<file path="src/rtl/temp_meas_pkg.sv">
// rtl/temp_meas_pkg.sv - shared types and helpers for the temperature measurement sequencer
package temp_meas_pkg;

  typedef enum logic [2:0] {
    IDLE,
    CLEAR,
    RUN,
    SETTLE,
    ACCUM,
    HOLD
  } state_t;

  localparam int MAX_AVG_LOG2 = 3;

  // Clk cycles spent on one window: CLEAR + RUN + SETTLE + ACCUM.
  function automatic int unsigned window_cycles(input int unsigned win, input int unsigned settle);
    return ((win == 0) ? 1 : win) + settle + 2;
  endfunction

endpackage

</file>
<file path="src/rtl/temp_meas_ctrl_if.sv">
// rtl/temp_meas_ctrl_if.sv - result valid/ready interface of the measurement sequencer
interface temp_meas_ctrl_if #(
  parameter int ACC_WIDTH = 11
);
  logic [ACC_WIDTH-1:0] result;
  logic                 result_valid;
  logic                 result_ready;

  modport master (output result, output result_valid, input result_ready);
  modport slave  (input result, input result_valid, output result_ready);
endinterface

</file>
<file path="src/rtl/temp_meas_timer.sv">
// rtl/temp_meas_timer.sv - loadable down-counter timing the RUN and SETTLE phases
module temp_meas_timer #(
  parameter int WIDTH = 16
) (
  input  logic             clk,
  input  logic             reset,
  input  logic             load,
  input  logic [WIDTH-1:0] load_val,
  input  logic             en,
  output logic             done
);

  logic [WIDTH-1:0] cnt;

  always_ff @(posedge clk or posedge reset) begin
    if (reset) begin
      cnt <= '0;
    end else if (load) begin
      cnt <= load_val;
    end else if (en && (cnt != '0)) begin
      cnt <= cnt - 1'b1;
    end
  end

  assign done = (cnt == '0);

endmodule

</file>
<file path="src/rtl/temp_meas_ctrl.sv">
// rtl/temp_meas_ctrl.sv - gates the temperature oscillator per window and sums 1/2/4/8 counts
module temp_meas_ctrl
  import temp_meas_pkg::*;
#(
  parameter int CNT_WIDTH     = 8,
  parameter int WIN_WIDTH     = 16,
  parameter int SETTLE_CYCLES = 4,
  parameter int ACC_WIDTH     = 11
) (
  input  logic                 clk,
  input  logic                 reset,
  input  logic                 start,
  input  logic                 continuous,
  input  logic [WIN_WIDTH-1:0] win_len,
  input  logic [1:0]           avg_log2,
  input  logic [CNT_WIDTH-1:0] count,
  output logic                 osc_en,
  output logic                 cnt_reset,
  output logic                 busy,
  output logic                 overrun,
  temp_meas_ctrl_if.master     res
);

  localparam int IDX_W = MAX_AVG_LOG2 + 1;

  if (ACC_WIDTH < CNT_WIDTH + 3) begin : g_acc_width_check
    $error("temp_meas_ctrl: ACC_WIDTH must be >= CNT_WIDTH+3");
  end
  if (SETTLE_CYCLES < 1) begin : g_settle_check
    $error("temp_meas_ctrl: SETTLE_CYCLES must be >= 1");
  end

  state_t               state, state_next;
  logic [WIN_WIDTH-1:0] win_q;
  logic [1:0]           avg_q;
  logic [IDX_W-1:0]     widx;
  logic [ACC_WIDTH-1:0] acc, acc_sum;
  logic                 arm, last_win, handshake;
  logic                 tmr_load, tmr_en, tmr_done;
  logic [WIN_WIDTH-1:0] tmr_val;

  assign handshake = (state == HOLD) && res.result_ready;
  assign acc_sum   = acc + ACC_WIDTH'(count);
  assign last_win  = ((widx + 1'b1) == (IDX_W'(1) << avg_q));

  temp_meas_timer #(.WIDTH(WIN_WIDTH)) u_timer (
    .clk      (clk),
    .reset    (reset),
    .load     (tmr_load),
    .load_val (tmr_val),
    .en       (tmr_en),
    .done     (tmr_done)
  );

  always_comb begin
    state_next = state;
    arm        = 1'b0;
    tmr_load   = 1'b0;
    tmr_en     = 1'b0;
    tmr_val    = win_q - 1'b1;
    case (state)
      IDLE: begin
        if (start || continuous) begin
          state_next = CLEAR;
          arm        = 1'b1;
        end
      end
      CLEAR: begin
        state_next = RUN;
        tmr_load   = 1'b1;
      end
      RUN: begin
        if (tmr_done) begin
          state_next = SETTLE;
          tmr_load   = 1'b1;
          tmr_val    = WIN_WIDTH'(SETTLE_CYCLES - 1);
        end else begin
          tmr_en = 1'b1;
        end
      end
      SETTLE: begin
        if (tmr_done) state_next = ACCUM;
        else          tmr_en     = 1'b1;
      end
      ACCUM: state_next = last_win ? HOLD : CLEAR;
      HOLD: begin
        if (handshake) begin
          if (continuous) begin
            state_next = CLEAR;
            arm        = 1'b1;
          end else begin
            state_next = IDLE;
          end
        end
      end
      default: state_next = IDLE;
    endcase
  end

  // Outputs are flops decoded from the next state so they track the state register glitch-free.
  always_ff @(posedge clk or posedge reset) begin
    if (reset) begin
      state            <= IDLE;
      win_q            <= WIN_WIDTH'(1);
      avg_q            <= '0;
      widx             <= '0;
      acc              <= '0;
      res.result       <= '0;
      res.result_valid <= 1'b0;
      osc_en           <= 1'b0;
      cnt_reset        <= 1'b1;
      busy             <= 1'b0;
      overrun          <= 1'b0;
    end else begin
      state            <= state_next;
      osc_en           <= (state_next == RUN);
      cnt_reset        <= (state_next == IDLE) || (state_next == CLEAR) || (state_next == HOLD);
      res.result_valid <= (state_next == HOLD);
      busy             <= (state_next != IDLE);
      if (arm) begin
        win_q <= (win_len == '0) ? WIN_WIDTH'(1) : win_len;
        avg_q <= avg_log2;
        widx  <= '0;
        acc   <= '0;
      end else if (state == ACCUM) begin
        acc  <= acc_sum;
        widx <= widx + 1'b1;
        if (last_win) res.result <= acc_sum;
      end
      if (handshake) begin
        overrun <= 1'b0;
      end else if (start && (state != IDLE)) begin
        overrun <= 1'b1;
      end
    end
  end

endmodule

</file>
<file path="src/flat_wrapper.sv">
// flat-port wrapper written by rule: the top's interface ports become plain ports
module temp_meas_ctrl_flat import temp_meas_pkg::*;
#(
  parameter int CNT_WIDTH     = 8,
  parameter int WIN_WIDTH     = 16,
  parameter int SETTLE_CYCLES = 4,
  parameter int ACC_WIDTH     = 11
)
  (clk, reset, start, continuous, win_len, avg_log2, count, osc_en, cnt_reset, busy, overrun, res_result, res_result_valid, res_result_ready);
  temp_meas_ctrl_if #(.ACC_WIDTH(ACC_WIDTH)) res_i ();
  input  logic clk;
  input  logic reset;
  input  logic start;
  input  logic continuous;
  input  logic [WIN_WIDTH-1:0] win_len;
  input  logic [1:0] avg_log2;
  input  logic [CNT_WIDTH-1:0] count;
  output logic osc_en;
  output logic cnt_reset;
  output logic busy;
  output logic overrun;
  output wire logic [$bits(res_i.result)-1:0] res_result;
  output wire logic [$bits(res_i.result_valid)-1:0] res_result_valid;
  input wire logic [$bits(res_i.result_ready)-1:0] res_result_ready;
  assign res_result = res_i.result;
  assign res_result_valid = res_i.result_valid;
  assign res_i.result_ready = res_result_ready;
  temp_meas_ctrl #(.CNT_WIDTH(CNT_WIDTH), .WIN_WIDTH(WIN_WIDTH), .SETTLE_CYCLES(SETTLE_CYCLES), .ACC_WIDTH(ACC_WIDTH)) u_core (.clk(clk), .reset(reset), .start(start), .continuous(continuous), .win_len(win_len), .avg_log2(avg_log2), .count(count), .osc_en(osc_en), .cnt_reset(cnt_reset), .busy(busy), .overrun(overrun), .res(res_i));
endmodule
</file>
<file path="config.mk">
export PLATFORM = sky130hd
export DESIGN_NAME = temp_meas_ctrl_flat
export DESIGN_NICKNAME = d
export VERILOG_FILES = /design/src/rtl/temp_meas_pkg.sv /design/src/rtl/temp_meas_ctrl_if.sv /design/src/rtl/temp_meas_timer.sv /design/src/rtl/temp_meas_ctrl.sv /design/src/flat_wrapper.sv
export SDC_FILE = /design/constraint.sdc
export NUM_CORES = 1
export LEC_CHECK = 0
export BUFFER_PORTS_ARGS = -buffer_cell sky130_fd_sc_hd__buf_2
export CAP_MARGIN = 5
export CORE_MARGIN = 2
export CORE_UTILIZATION = 40
export CTS_CLUSTER_DIAMETER = 40
export DETAILED_ROUTE_END_ITERATION = 16
export GPL_ROUTABILITY_DRIVEN = 0
export PLACE_DENSITY = 0.61
export SYNTH_ARGS = -nofsm -noshare
export SYNTH_HDL_FRONTEND = slang
export SYNTH_SLANG_ARGS = --single-unit
export TNS_END_PERCENT = 20
</file>
<file path="constraint.sdc">
create_clock -name clk -period 2.65 [get_ports clk]
set_input_delay 0.1325 -clock clk [delete_from_list [all_inputs] [get_ports clk]]
set_output_delay 0.1325 -clock clk [all_outputs]
set_load 0.05 [all_outputs]
</file>
---- Word-level counts from Yosys, hierarchy flattened ----
Cells that the tools add are included.
storage, ports and cells
  output and inout bits ................... 16
  bits in registers ....................... 68
  bits of input ports ..................... 31
  logic and storage cells ................. 71
cells by class
  eq/ne operators ......................... 9
  bitwise logic cells ..................... 1
  add/subtract/negate cells ............... 4
  reduce and logical (&&, ||, !) cells .... 18
  shifts and indexed selects .............. 1
  multiplexer cells ....................... 26
operators by type and width
  cell                     number
  $mux W16                 5
  $logic_not A16 Y1        2
  $sub A16 B1 Y16 const B  2
  $mux W11                 2
  $pmux W3 S6              1
  $reduce_bool A16 Y1      1
  $mux W3                  5
  $add A11 B8 Y11          1
  $eq A3 B2 Y1 const B     3
  $eq A3 B3 Y1 const B     3
  $mux W1                  9
  $mux W4                  2
  $eq A3 B1 Y1 const B     2
  $logic_not A3 Y1         2
  $reduce_bool A2 Y1       3
  $reduce_bool A3 Y1       2
  $add A4 B1 Y4 const B    1
  $eq A4 B4 Y1             1
  $pmux W1 S2              2
  $shl A1 B2 Y4 const A    1
  $logic_and A1 B1 Y1      3
  $logic_or A1 B1 Y1       3
  $reduce_and A3 Y1        1
  $reduce_or A2 Y1         1
  $not A1 Y1               1

---- Depth between registers and ports, before layout ----
Gate-level depths: netlist of run 1.
  depth after elaboration ................. 7
  gate-level depth with buffers ........... 9
  mapped depth without buffers ............ 9

---- Hierarchy ----
A second synthesis of run 1 with hierarchy kept.
unflattened totals
  cells, all modules ...................... 430
  area, all modules ....................... 4,071.4 um^2
modules (own cells, without submodules)
  module           cells each  seq. area each (um^2)  area each (um^2)  times used
  temp_meas_ctrl   307         1,303.8                3,014.1           1
  temp_meas_timer  123         400.4                  1,057.3           1

---- Worst setup path before layout of run 1 ----
No wires, ideal clock.
  path type ............................... flip-flop to flip-flop
  start point ............................. register u_core.widx[0]
  end point ............................... register u_core.res.result[0]
  stages on the path, launching flop included .. 9
  path slack .............................. 0.229 ns
  buffers on the path ..................... 2
  setup time .............................. 0.125 ns
  arrival time ............................ 2.295 ns
  path through ............................ dfrtp_1 -> ha_1 -> clkbuf_1 -> or3_2 -> o21ai_0 -> nand4b_1 -> a311oi_4 -> buf_8 -> mux2_4
between the ends
  word-level cells in the longest chain between the ends .. 3
RTL lines
  item                                RTL line                text
  start: declaration                  temp_meas_ctrl.sv:36    logic [IDX_W-1:0] widx;
  start signal: assignment            temp_meas_ctrl.sv:127   widx <= widx + 1'b1;
  $add A4 B1 Y4                       temp_meas_ctrl.sv:44    assign last_win = ((widx + 1'b1) == (IDX_W'(1) << avg_q));
  $eq A4 B4 Y1                        temp_meas_ctrl.sv:44
  $reduce_and A3 Y1 (no source line)  -
  end signal: assignment              temp_meas_ctrl.sv:128   if (last_win) res.result <= acc_sum;
  end: declaration                    temp_meas_ctrl_if.sv:9  modport master (output result, output result_valid, input result_ready);
Every way passes these cells.
A chain may end at the register's enable or synchronous reset.

---- Worst setup path after layout of run 1 ----
  start point ............................. register u_core.widx[1]
  end point ............................... register u_core.res.result[4]
The elaborated chain is that of the path after synthesis.

==> results of run 1 <==
## logic make-up after synthesis
group | share of synthesized area [%]
flip-flops | 42.9
buffers and inverters | 4.51
adder cells (fa/ha/maj) | 4.29
XOR/XNOR | 5.52
AND/OR/NAND/NOR | 19.2
AO/OA/AOI/OAI | 18.1
multiplexers | 5.48
## through the flow
stage / area [µm²] / util [%]
3_5_place_dp: 4410 / 45.6
4_1_cts: 4660 / 48.1
6_report: 4670 / 48.3
5_1_grt: 4670 / 48.3
3_3_place_gp: 4410 / 45.6
2_1_floorplan: 3970 / -
## layer usage
layer / track usage (%) / vias to the layer above / part of all wire, %
li1: - / 1646 / -
met4: 6.56 / 0 / 1.5
met1: 23.8 / 1613 / 47
met3: 3.46 / 11 / 4.0
met2: 28.9 / 70 / 48
met5: 0 / - / 0
## cell usage in the layout, fill, tap and decap left out, types with 6 or more instances in the layout
master                      n
sky130_fd_sc_hd__inv_1     24
sky130_fd_sc_hd__xor2_1    10
sky130_fd_sc_hd__nor4_1     8
sky130_fd_sc_hd__nand2_1   36
sky130_fd_sc_hd__nor2_1    31
sky130_fd_sc_hd__o21ai_0   34
sky130_fd_sc_hd__xnor2_1   15
sky130_fd_sc_hd__mux2_2    10
sky130_fd_sc_hd__a22o_1    14
sky130_fd_sc_hd__clkbuf_8  10
sky130_fd_sc_hd__nor3_1    12
sky130_fd_sc_hd__nand3_1   25
sky130_fd_sc_hd__buf_4     17
sky130_fd_sc_hd__buf_2     46
sky130_fd_sc_hd__ha_1      12
sky130_fd_sc_hd__nand4_1    6
sky130_fd_sc_hd__dfrtp_1   66
sky130_fd_sc_hd__nor2b_1    7
sky130_fd_sc_hd__mux2i_1    9
sky130_fd_sc_hd__a21oi_1    9
## critical path: cells and delay by family, from the launching register on
family,cells,cell delay [ns]
simple gates,2,0.61
compound gates,2,0.38
fa+ha+maj,1,0.30
flops,1,0.42
mux,1,0.33
buf+inv,1,0.20
## worst paths after layout
| kind | start | to | slack [ns] | cells after the start |
|---|---|---|---|---|
| min in group asynchronous | reset | u_core.avg_q[0]$_DFFE_PP0P_ | 0.40 | 4 |
| max in group asynchronous | reset | u_core.win_q[0]$_DFFE_PP1P_ | 1.93 | 4 |
| min | avg_log2[1] | u_core.avg_q[1]$_DFFE_PP0P_ | 0.009 | 2 |
| max | u_core.widx[1]$_DFFE_PP0P_ | u_core.res.result[4]$_DFFE_PP0P_ | 0.29 | 7 |
| min reg2reg | u_core.overrun$_DFFE_PP0P_ | u_core.overrun$_DFFE_PP0P_ | 0.50 | 1 |
| max reg2reg | u_core.widx[1]$_DFFE_PP0P_ | u_core.res.result[4]$_DFFE_PP0P_ | 0.29 | 7 |
## synthesized netlist by cell type (3+ instances only)
library cell,number,area share (%)
sky130_fd_sc_hd__o21ai_0,34,4.3
sky130_fd_sc_hd__clkbuf_1,16,1.5
sky130_fd_sc_hd__xor2_1,10,2.2
sky130_fd_sc_hd__a21oi_1,9,1.1
sky130_fd_sc_hd__ha_1,12,3.8
sky130_fd_sc_hd__nand3b_1,3,0.57
sky130_fd_sc_hd__xnor2_1,15,3.3
sky130_fd_sc_hd__mux2_2,10,2.8
sky130_fd_sc_hd__a21o_1,3,0.57
sky130_fd_sc_hd__o32ai_1,5,1.1
sky130_fd_sc_hd__nand3_1,25,3.2
sky130_fd_sc_hd__a31oi_1,5,0.79
sky130_fd_sc_hd__dfrtp_1,66,42
sky130_fd_sc_hd__nor2_1,31,2.9
sky130_fd_sc_hd__nor4_1,8,1.3
sky130_fd_sc_hd__mux2i_1,9,2.3
sky130_fd_sc_hd__nor3_1,12,1.5
sky130_fd_sc_hd__nand4_1,6,0.95
sky130_fd_sc_hd__nor2b_1,7,1.1
sky130_fd_sc_hd__nand2_1,36,3.4
sky130_fd_sc_hd__inv_1,25,2.4
sky130_fd_sc_hd__or2_2,5,0.79
sky130_fd_sc_hd__nand2b_1,4,0.63
sky130_fd_sc_hd__a22o_1,14,3.1
## layout make-up
class | instances | area share [%]
clock inverter | 6 | 1.87
sequential | 68 | 36.5
timing repair buffer | 66 | 8.51
tap | 133 | 3.56
multi-input combinational | 306 | 44.6
clock buffer | 10 | 2.94
inverter | 25 | 2.01
## flip-flops by register name (all words and copies together) (netlist names)
name and cells:
u_core.busy 1, u_core.state 3, u_core.win_q 16, u_core.widx 4, u_core.avg_q 2, u_core.res.result_valid 1
u_core.overrun 1, u_core.u_timer.cnt 16, u_core.acc 11, u_core.cnt_reset 1, u_core.res.result 11, u_core.osc_en 1
## where the power goes
| part | internal [µW] | switching (µW) |
|---|---|---|
| combinational | 277 | 341 |
| clock | 555 | 423 |
| sequential | 1180 | 168 |
## timing repair
item                                    in CTS  in global routing
endpoints found under the setup margin       0                  5
endpoints found under the hold margin       67                  0
buffers inserted                             0                  2
hold buffers                                 2                  0
==> results.md, run 1 <==
Min path:
- The worst hold-check path type is in -> reg.

CTS:
- The clock net in this run drives a total of 68 sinks.
- After clock tree synthesis, the clock-pin slew on the worst setup and hold paths is 0.08 ns.
- The H-tree generated during clock tree synthesis spans 3 levels.
- The clock latency on the worst-skew pair is 0.35 ns.
- The total of cells resized after clock tree synthesis is 0.
- TritonCTS built the clock tree.
- In this run, CTS created clock tree buffers numbering 9.
- The number of buffers on the longest clock path is 2.
- The library cell used as clock root buffer is sky130_fd_sc_hd__clkbuf_8.

Logic synthesis:
- The number of nets handed over by synthesis was 462.
- The number of standard cells after synthesis is 418.
- The share of flip-flops with an asynchronous set or reset after synthesis is 100%.
- For this run, the leading register cell type out of synthesis is sky130_fd_sc_hd__dfrtp_1.
- The synthesized netlist occupies a cell area of 3970 µm².
- The number of synthesized register bits is 68.
- The yosys synthesis warning count is 0.
- The count of different cell masters after synthesis is 57.
- The average instance in the mapped netlist occupies 9.50 µm².
- The count of flip-flops with a built-in enable after synthesis is 0.
- The sequential cell area fraction in the yosys report is 42.9%.

Critical path:
- The arrival time reported for the critical path endpoint is 2.60 ns.
- The largest single stage delay on the critical path is 0.44 ns.
- The cell with the largest stage delay on the worst path is sky130_fd_sc_hd__or3_2.
- The worst setup path is captured at a flip-flop.
- The worst setup path is launched from a flip-flop.
- The signal on the critical path passes through ha_1 > or3_2 > o21ai_0 > nand4b_1 > a311oi_4 > buf_4 > mux2_2.
- Along the worst path, the maximum fanout reaches 9.
- The worst path required time is 2.89 ns.
- The path type of the worst setup path is reg -> reg.

Detailed routing:
- The number of detailed-route iterations in the first pass is 4.
- The via density per instance is 5.44.
- After the first detailed-routing iteration, the DRC count stood at 186.
- In this run the remaining antenna-violating nets after routing total 0.
- The number of vias after detailed routing is 3,340.
- In the final routed layout, each cell accounts on average for 15.1 µm.
- The number of design rule violations left after detail routing is 0.
- The total length of routed wires is 9260 µm.

Timing:
- The clock period could shrink to 2.36 ns.
- The total count of hold-check failures in the final report was 0.
- The final worst-path cycle share is 89.1%.
- On the final layout, the worst hold slack is 0.00905 ns.
- The slew at the pin with the worst max-slew slack is 0.702 ns.
- Timing would allow up to 424 MHz.
- The final setup violation count is 0.
- The summed negative setup slack over all endpoints is 0 ns.
- The final-report max-slew violation count is 0.
- Setup repair after global routing left no endpoint under its margin.
- On the final layout, the worst clock skew is 0.00956 ns.
- The worst slew slack as a fraction of its limit is 53.1%.
- The post-layout worst setup margin is 0.289 ns.

Power and ir drop:
- Overall power consumption after layout is estimated at 2940 µW.
- The analysis attributes to cell leakage a power of 0.00207 µW.
- The worst supply voltage drop on vdd is 287 µV.
- The power per cell area is 630 nW/µm².

Placed design:
- The worst slack after detailed placement is 0.166 ns.
- The count of buffers inserted at the top-level ports is 46.
- Once detailed placement completed, the half-perimeter wirelength came to 6790 µm.
- The cell count after placement is 594.

Floorplanning:
- The initial core utilization is 41.0%.
- The total die area is 10,700 µm².
- In this run the standard cell core region covers 9680 µm².
- The overall die width is 104 µm.
- The number of cell rows is 36.
- The die height is 104 µm.
- 47 I/O pins were placed.

Layout:
- The multi-input combinational cells in the finished layout cover a total of 2090 µm².
- The diode insertion count for antenna repair is 0.
- The count of filler cells inserted in the layout is 910.
- From synthesis to final layout, the design area changed by 17.7%.
- The share of post-route cells with drive strength above 1 is 21.8%.
- For this run, the post-layout net count is 520.
- After the flow finishes, the layout carries non-filler instances totaling 614.
- Across the whole layout, storage elements account for 1700 µm².

Global route:
- The pin count of the biggest net entering global routing is 69.
- The first-pass GRT wire length is 15,700 µm.
- The number of antenna violations at the first check in global routing was 0.
- Summed over all layers, the global routing overflow is 0.
- The via count of the first global-routing pass is 3,179.
- The aggregate global-route resource usage is 17.8%.

Status:
- The run finished with clean final reports.

Flow run:
- The count of maximum capacitance violations is 0.
Note: power is estimated with default switching activity, not from simulation.
==> inputs of run 2 (changes only) <==
- CELL_PAD_IN_SITES_DETAIL_PLACEMENT: not set -> 2
- CELL_PAD_IN_SITES_GLOBAL_PLACEMENT: not set -> 2
- CORE_UTILIZATION: 40 -> 37
- PLACE_DENSITY: 0.61 -> 0.83
==> results.md, run 2 (synthesis gave the netlist of run 1 again) <==
Status:
- The run finished with clean final reports.

Timing:
- The final-report max-slew violation count is 0.
- The routed design could run at a clock period as short as 2.54 ns.
- The final worst-path cycle share is 95.7%.
- In the final timing run, aggregate negative setup slack is 0 ns.
- The upper clock frequency limit is 394 MHz.
- The total count of hold-check failures in the final report came to 0.
- Setup repair after global routing left no endpoint under its margin.
- The final setup violation count is 0.
- Measured against its own limit, the worst slew margin works out to 55.4%.
- The post-route clock skew is 0.0146 ns.
- At the pin with the least slew margin, the transition time is 0.663 ns.

Min path:
- The worst hold path was traced through 2 stages.
- The worst hold path belongs to the class in -> reg.
- The terminating pin of the worst hold path is u_core.win_q[15]$_DFFE_PP0P_.
- The hold path startpoint is win_len[15].

Critical path:
- The number of cells traversed by the worst register-to-register path is 7.
- The sort of element at the end of the critical path is a flip-flop.
- The largest fanout on the critical path is 9.
- The longest individual stage delay on the worst path is 0.45 ns.
- The worst register-to-register path ends at u_core.res.result[8]$_DFFE_PP0P_.
- STA classifies the critical path startpoint as a flip-flop.
- Traced cell by cell, the critical path runs through ha_1 > or3_2 > o21ai_0 > nand4b_1 > a311oi_4 > buf_4 > mux2_2.
- The setup check on the worst reg-to-reg path leaves a slack of 0.11 ns.
- The arrival time reported for the critical path endpoint is 2.79 ns.
- The worst path required time is 2.90 ns.
- The launching point of the worst reg2reg path is u_core.widx[1]$_DFFE_PP0P_.
- The path type of the worst setup path is reg -> reg.
- In this run the worst setup path begins at u_core.widx[1]$_DFFE_PP0P_.
- For this design, the slowest cell found on the critical path is sky130_fd_sc_hd__or3_2.

CTS:
- After clock tree synthesis, the clock-pin slew on the worst setup and hold paths is 0.08 ns.
- The clock net in this run drives a total of 68 sinks.
- The clock passes through at most 2 buffers.
- The CTS tree is yes.
- The H-tree was split into 3 levels.
- The library cell used as clock root buffer is sky130_fd_sc_hd__clkbuf_8.
- TritonCTS created 9 clock buffers.
- The later pin in the worst-skew pair is clocked with a latency of 0.37 ns.

Layout:
- The library cells used most frequently in the layout, excluding fill and tap cells, are 66 x sky130_fd_sc_hd__dfrtp_1, 46 x sky130_fd_sc_hd__buf_2, 36 x sky130_fd_sc_hd__nand2_1, 34 x sky130_fd_sc_hd__o21ai_0, 31 x sky130_fd_sc_hd__nor2_1.
- In the final design database the tool counted 530 nets.
- The area growth from synthesis to final layout is 18.4%.
- Leaving out fill and tap cells, the most frequent cell in the layout is sky130_fd_sc_hd__dfrtp_1.
- The diode insertion count for antenna repair is 0.
- The largest registers in the layout are u_core.u_timer.cnt: 16 flops, u_core.win_q: 16 flops.
- The share of post-route cells with drive strength above 1 is 22.0%.

Floorplanning:
- The initial core utilization is 38.3%.
- The total die area is 11,600 µm².
- The die height is 108 µm.
- The number of top-level design ports is 47.
- The floorplan step set the die width to 108 µm.
- The number of cell rows is 37.
- The core region is 10,400 µm².

Detailed routing:
- The total length of routed wires is 14,300 µm.
- After detailed routing, the average wire length per cell comes to 22.8 µm.
- The first routing iteration left 164 violations.
- The routed layout has 3,622 vias.
- In the routed design, unresolved DRC markers number 0.
- In the routed layout, each cell is associated on average with a via count of 5.78.
- The antenna violation net count after detailed routing is 0.
- Before antenna repair, the detailed router went through 4 iterations.

Power and ir drop:
- Total power for the finished layout comes to 2870 µW.
- The power per cell area is 610 nW/µm².
- The worst supply voltage drop on vdd is 318 µV.
- The static power due to leakage is 0.00208 µW.

Global route:
- The pin count of the biggest net entering global routing is 29.
- The via count of the first global-routing pass is 4,065.
- The aggregate global-route resource usage is 25.8%.
- The first global-routing pass estimated 22,600 µm of wire.
- The number of antenna violations at the first check in global routing is 0.
- The global route total overflow is 0.

Flow run:
- The count of maximum capacitance violations is 0.

Placed design:
- Detailed placement finished with a half-perimeter wire length of 9440 µm.
- The count of buffers inserted at the top-level ports is 46.
==> run 2: changes by cell type in the layout (fill, tap and decap cells not counted) <==
cell | before | now
sky130_fd_sc_hd__dlygate4sd3_1 | 2 | 7
sky130_fd_sc_hd__buf_4 | 17 | 23
sky130_fd_sc_hd__clkinv_2 | 2 | 3
sky130_fd_sc_hd__bufinv_16 | 2 | 0
sky130_fd_sc_hd__xnor2_2 | 0 | 1
sky130_fd_sc_hd__xnor2_1 | 15 | 14
sky130_fd_sc_hd__buf_12 | 1 | 0
sky130_fd_sc_hd__clkbuf_1 | 0 | 3
sky130_fd_sc_hd__clkinv_4 | 2 | 0
==> run 2: where the power goes <==
| group | switching [µW] | total (µW) | internal, µW | leakage, µW |
|---|---|---|---|---|
| sequential | 191 | 1370 | 1180 | 0.000789 |
| combinational | 413 | 698 | 285 | 0.00121 |
| clock | 438 | 800 | 362 | 0.0000872 |
==> run 2: per-layer routing <==
metal | wire (µm) | global-route usage, % | up-vias
met1 | 6000 | 31.9 | 1853
met2 | 7480 | 45.1 | 85
met4 | 416 | 10.6 | 0
met5 | 0 | 0 | -
li1 | - | - | 1651
met3 | 391 | 3.69 | 33
==> run 2: area by class of cell <==
class	instances	area, µm²
clock inverters	3	15.0
fillers	1157	5670
clock buffers	13	149
flip-flops and latches	68	1700
well taps	136	170
multi-input cells	306	2090
inverters	25	93.8
repair buffers	76	473
==> run 2: critical path: cells and delay by family (launching register included) <==
family          cells  cell delay (ns)
compound gates      2             0.47
flops               1             0.43
mux                 1             0.33
fa+ha+maj           1             0.34
buf+inv             1             0.21
simple gates        2             0.62
==> run 2: timing repair <==
| item | in CTS | in global routing |
|---|---|---|
| buffers inserted | 0 | 3 |
| setup endpoints to repair | 0 | 10 |
| hold buffers | 7 | 0 |
| resized for setup | 0 | 1 |
| endpoints found under the hold margin | 31 | 0 |
==> run 2: how the worst max path moves through the flow <==
stage	end	slack, ns
2_1_floorplan	u_core.res.result[0]$_DFFE_PP0P_	0.23
3_3_place_gp	u_core.res.result[6]$_DFFE_PP0P_	0.27
3_5_place_dp	u_core.res.result[6]$_DFFE_PP0P_	0.11
4_1_cts	u_core.res.result[5]$_DFFE_PP0P_	0.03
5_1_grt	u_core.res.result[8]$_DFFE_PP0P_	0.02
6_report	u_core.res.result[8]$_DFFE_PP0P_	0.11
==> run 2: through the flow <==
stage	hold slack, ns	instance area [µm²]	setup slack, ns	util, %	instances
2_1_floorplan	0.231	3970	0.229	-	418
3_3_place_gp	0.246	4440	0.269	42.8	601
3_5_place_dp	0.259	4440	0.109	42.8	601
4_1_cts	0.00141	4670	0.0339	45.0	624
5_1_grt	0.0138	4700	0.0229	45.3	627
6_report	0.0111	4700	0.114	45.3	627
==> inputs of run 3 (changes only) <==
- GPL_TIMING_DRIVEN: not set -> 0
==> results.md, run 3 (synthesis gave the netlist of run 1 again) <==
Status:
- The run finished, with violations left.
- The checks that failed: hold timing.

Critical path:
- The worst setup path is of the reg -> reg kind.
- The worst setup path is captured at a flip-flop.
- STA puts the critical path data arrival time at 2.74 ns.
- The worst path required time is 2.88 ns.
- In this run the worst path has a maximum fanout of 9.
- For this design, the slowest cell found on the critical path is sky130_fd_sc_hd__dfrtp_2.
- The cell type group with the largest total delay on the critical path is simple AND/OR/NAND/NOR gates.
- The signal on the critical path passes through ha_2 > or3_2 > o21ai_0 > nand4b_1 > a311oi_4 > buf_4 > mux2_2.
- Counting both buffers and inverters, the worst setup path holds a total of 1.
- On the worst path, the slowest cell contributes a delay of 0.49 ns.
- The category of the worst setup path launch point is a flip-flop.

Layout:
- The share of post-route cells with drive strength above 1 is 19.7%.
- The repair_antennas step left the layout with diodes totalling 0.
- The most common library cell in the layout ignoring fill and taps is sky130_fd_sc_hd__dfrtp_1.
- The area growth from synthesis to final layout is 15.8%.
- Leaving out fill and tap cells, the most frequent cells in the layout are 65 x sky130_fd_sc_hd__dfrtp_1, 48 x sky130_fd_sc_hd__buf_2, 36 x sky130_fd_sc_hd__nand2_1, 34 x sky130_fd_sc_hd__o21ai_0, 31 x sky130_fd_sc_hd__nor2_1.
- The largest registers in the layout are u_core.u_timer.cnt: 16 flops, u_core.win_q: 16 flops.
- The count of filler cells inserted in the layout is 1,186.
- In the final design database the tool counted 521 nets.
- The finished cells cover 4600 µm².

CTS:
- No sink is reached through more buffers than the 2 on the longest clock path.
- For this design, the CTS-stage hold fixing added 0 buffers.
- After clock tree synthesis, the clock-pin slew on the worst setup and hold paths is 0.08 ns.
- TritonCTS built the clock tree.
- For the worst-skew pair, the clock arrives at the later sink with an insertion delay of 0.35 ns.
- The clock tree synthesis step divided the H-tree into 3 levels.
- The cell sitting at the root of the clock tree is a sky130_fd_sc_hd__clkbuf_8.
- In this run, CTS created clock tree buffers numbering 9.
- The clock net sink count is 68.

Floorplanning:
- In this run the vertical extent of the chip is 108 µm.
- The overall die width is 108 µm.
- After floorplanning, the core was sized to cover 10,400 µm².
- For this configuration, the core starts out at a cell density of 38.3%.
- The number of cell rows is 37.
- The number of top-level design ports is 47.
- The total die area is 11,600 µm².

Detailed routing:
- The number of detailed-route iterations in the first pass is 4.
- Dividing the detail-routed via count by the number of cells gives 5.68.
- In the final routed layout, each cell accounts on average for 20.3 µm.
- The antenna violation net count after detailed routing is 0.
- The number of vias after detailed routing is 3,513.
- For this block, the initial DRC count from the detailed router was 121.
- In the routed design, unresolved DRC markers number 0.
- The total length of routed wires is 12,500 µm.

Timing:
- The worst slew slack as a fraction of its limit is 40.5%.
- The slew at the pin with the worst max-slew slack is 0.892 ns.
- The worst hold slack across all endpoints is -0.0200 ns.
- The total count of hold-check failures in the final report is 43.
- The final worst-path cycle share is 94.5%.
- Setup repair after global routing left no endpoint under its margin.
- Setup violations remaining at the end of the flow were counted as 0.
- For the finished layout, the period the worst path requires is 2.50 ns.
- The summed negative setup slack over all endpoints is 0 ns.
- The final-report max-slew violation count is 0.
- Across the routed clock network, the largest skew measured is 0.00596 ns.
- Static timing analysis puts the maximum clock frequency at 399 MHz.

Min path:
- In this run the worst hold path is classified as in -> async.

Global route:
- The number of antenna violations at the first check in global routing is 0.
- The aggregate global-route resource usage is 23.1%.
- The global route total overflow is 0.
- Entering global routing, the biggest net connects 69 pins.
- The first global-routing pass estimated 20,600 µm of wire.
- The via count of the first global-routing pass is 3,978.

Placed design:
- The placed standard-cell area is 4370 µm².
- Detailed placement ended at an HPWL of 9120 µm.
- Input and output buffers added on the ports amount to 46.

Flow run:
- The count of maximum capacitance violations is 0.

Power and ir drop:
- VDD sags by at most 275 µV.
- Dividing total power by cell area gives a power density of 635 nW/µm².
- The analysis attributes to cell leakage a power of 0.00199 µW.
[run 3: cell types whose count changed in the layout (fill, tap and decap cells not counted), sizes merged]
cell | previous run | this run
buf | 69 | 52
bufinv | 0 | 1
clkinvlp | 0 | 2
clkbuf | 13 | 25
dlygate4sd3 | 7 | 0
[run 3: final timing paths]
check                                               endpoint  slack, ns  cells past startpoint                  startpoint
min                        u_core.u_timer.cnt[9]$_DFFE_PP0P_      -0.02                      2                       reset
min in group clk                u_core.win_q[15]$_DFFE_PP0P_       0.01                      2                 win_len[15]
max reg2reg                 u_core.res.result[4]$_DFFE_PP0P_       0.15                      7  u_core.widx[0]$_DFFE_PP0P_
min reg2reg                       u_core.overrun$_DFFE_PP0P_       0.50                      1  u_core.overrun$_DFFE_PP0P_
max                         u_core.res.result[4]$_DFFE_PP0P_       0.15                      7  u_core.widx[0]$_DFFE_PP0P_
max in group asynchronous         u_core.widx[0]$_DFFE_PP0P_       2.06                      2                       reset
[run 3: per-layer routing]
layer  track usage (%)  wire length (µm)  vias up
li1                  -                 -     1640
met1              29.0              5540     1792
met2              39.9              6360       59
met3              3.75               318       22
met4              8.15               303        0
met5                 0                 0        -
[run 3: layout make-up]
class                           instances  area, µm²  area share [%]
Buffer                                 18       81.3            1.77
Clock buffer                           10        138            2.99
Clock inverter                          6       63.8            1.39
Inverter                               25       96.3            2.10
Multi-Input combinational cell        306       2090            45.5
Sequential cell                        68       1710            37.1
Tap cell                              136        170            3.70
Timing Repair Buffer                   49        253            5.50
[run 3: repair_timing]
item / in CTS / in global routing
gates resized for setup: 1 / 1
setup endpoints to repair: 11 / 13
buffers inserted: 1 / 2
pin swaps: 1 / 2
[run 3: power breakdown]
group | switching (µW) | internal (µW) | total [µW] | leakage (µW)
registers | 186 | 1180 | 1370 | 0.000789
clock network | 447 | 459 | 905 | 0.0000983
logic | 376 | 271 | 648 | 0.00111
[run 3: through the flow]
step / total power (µW) / util, % / setup slack [ns] / hold WS (ns) / std cells
after floorplan: 1800 / - / 0.229 / 0.231 / 418
after global placement: 1970 / 42.1 / -0.173 / 0.362 / 600
after detailed placement: 2020 / 42.2 / -0.174 / 0.372 / 600
after CTS: 2940 / 44.2 / 0.0119 / 0.00484 / 616
after global routing: 3090 / 44.3 / 0.00455 / 0.00782 / 618
final: 2920 / 44.3 / 0.145 / -0.0200 / 618
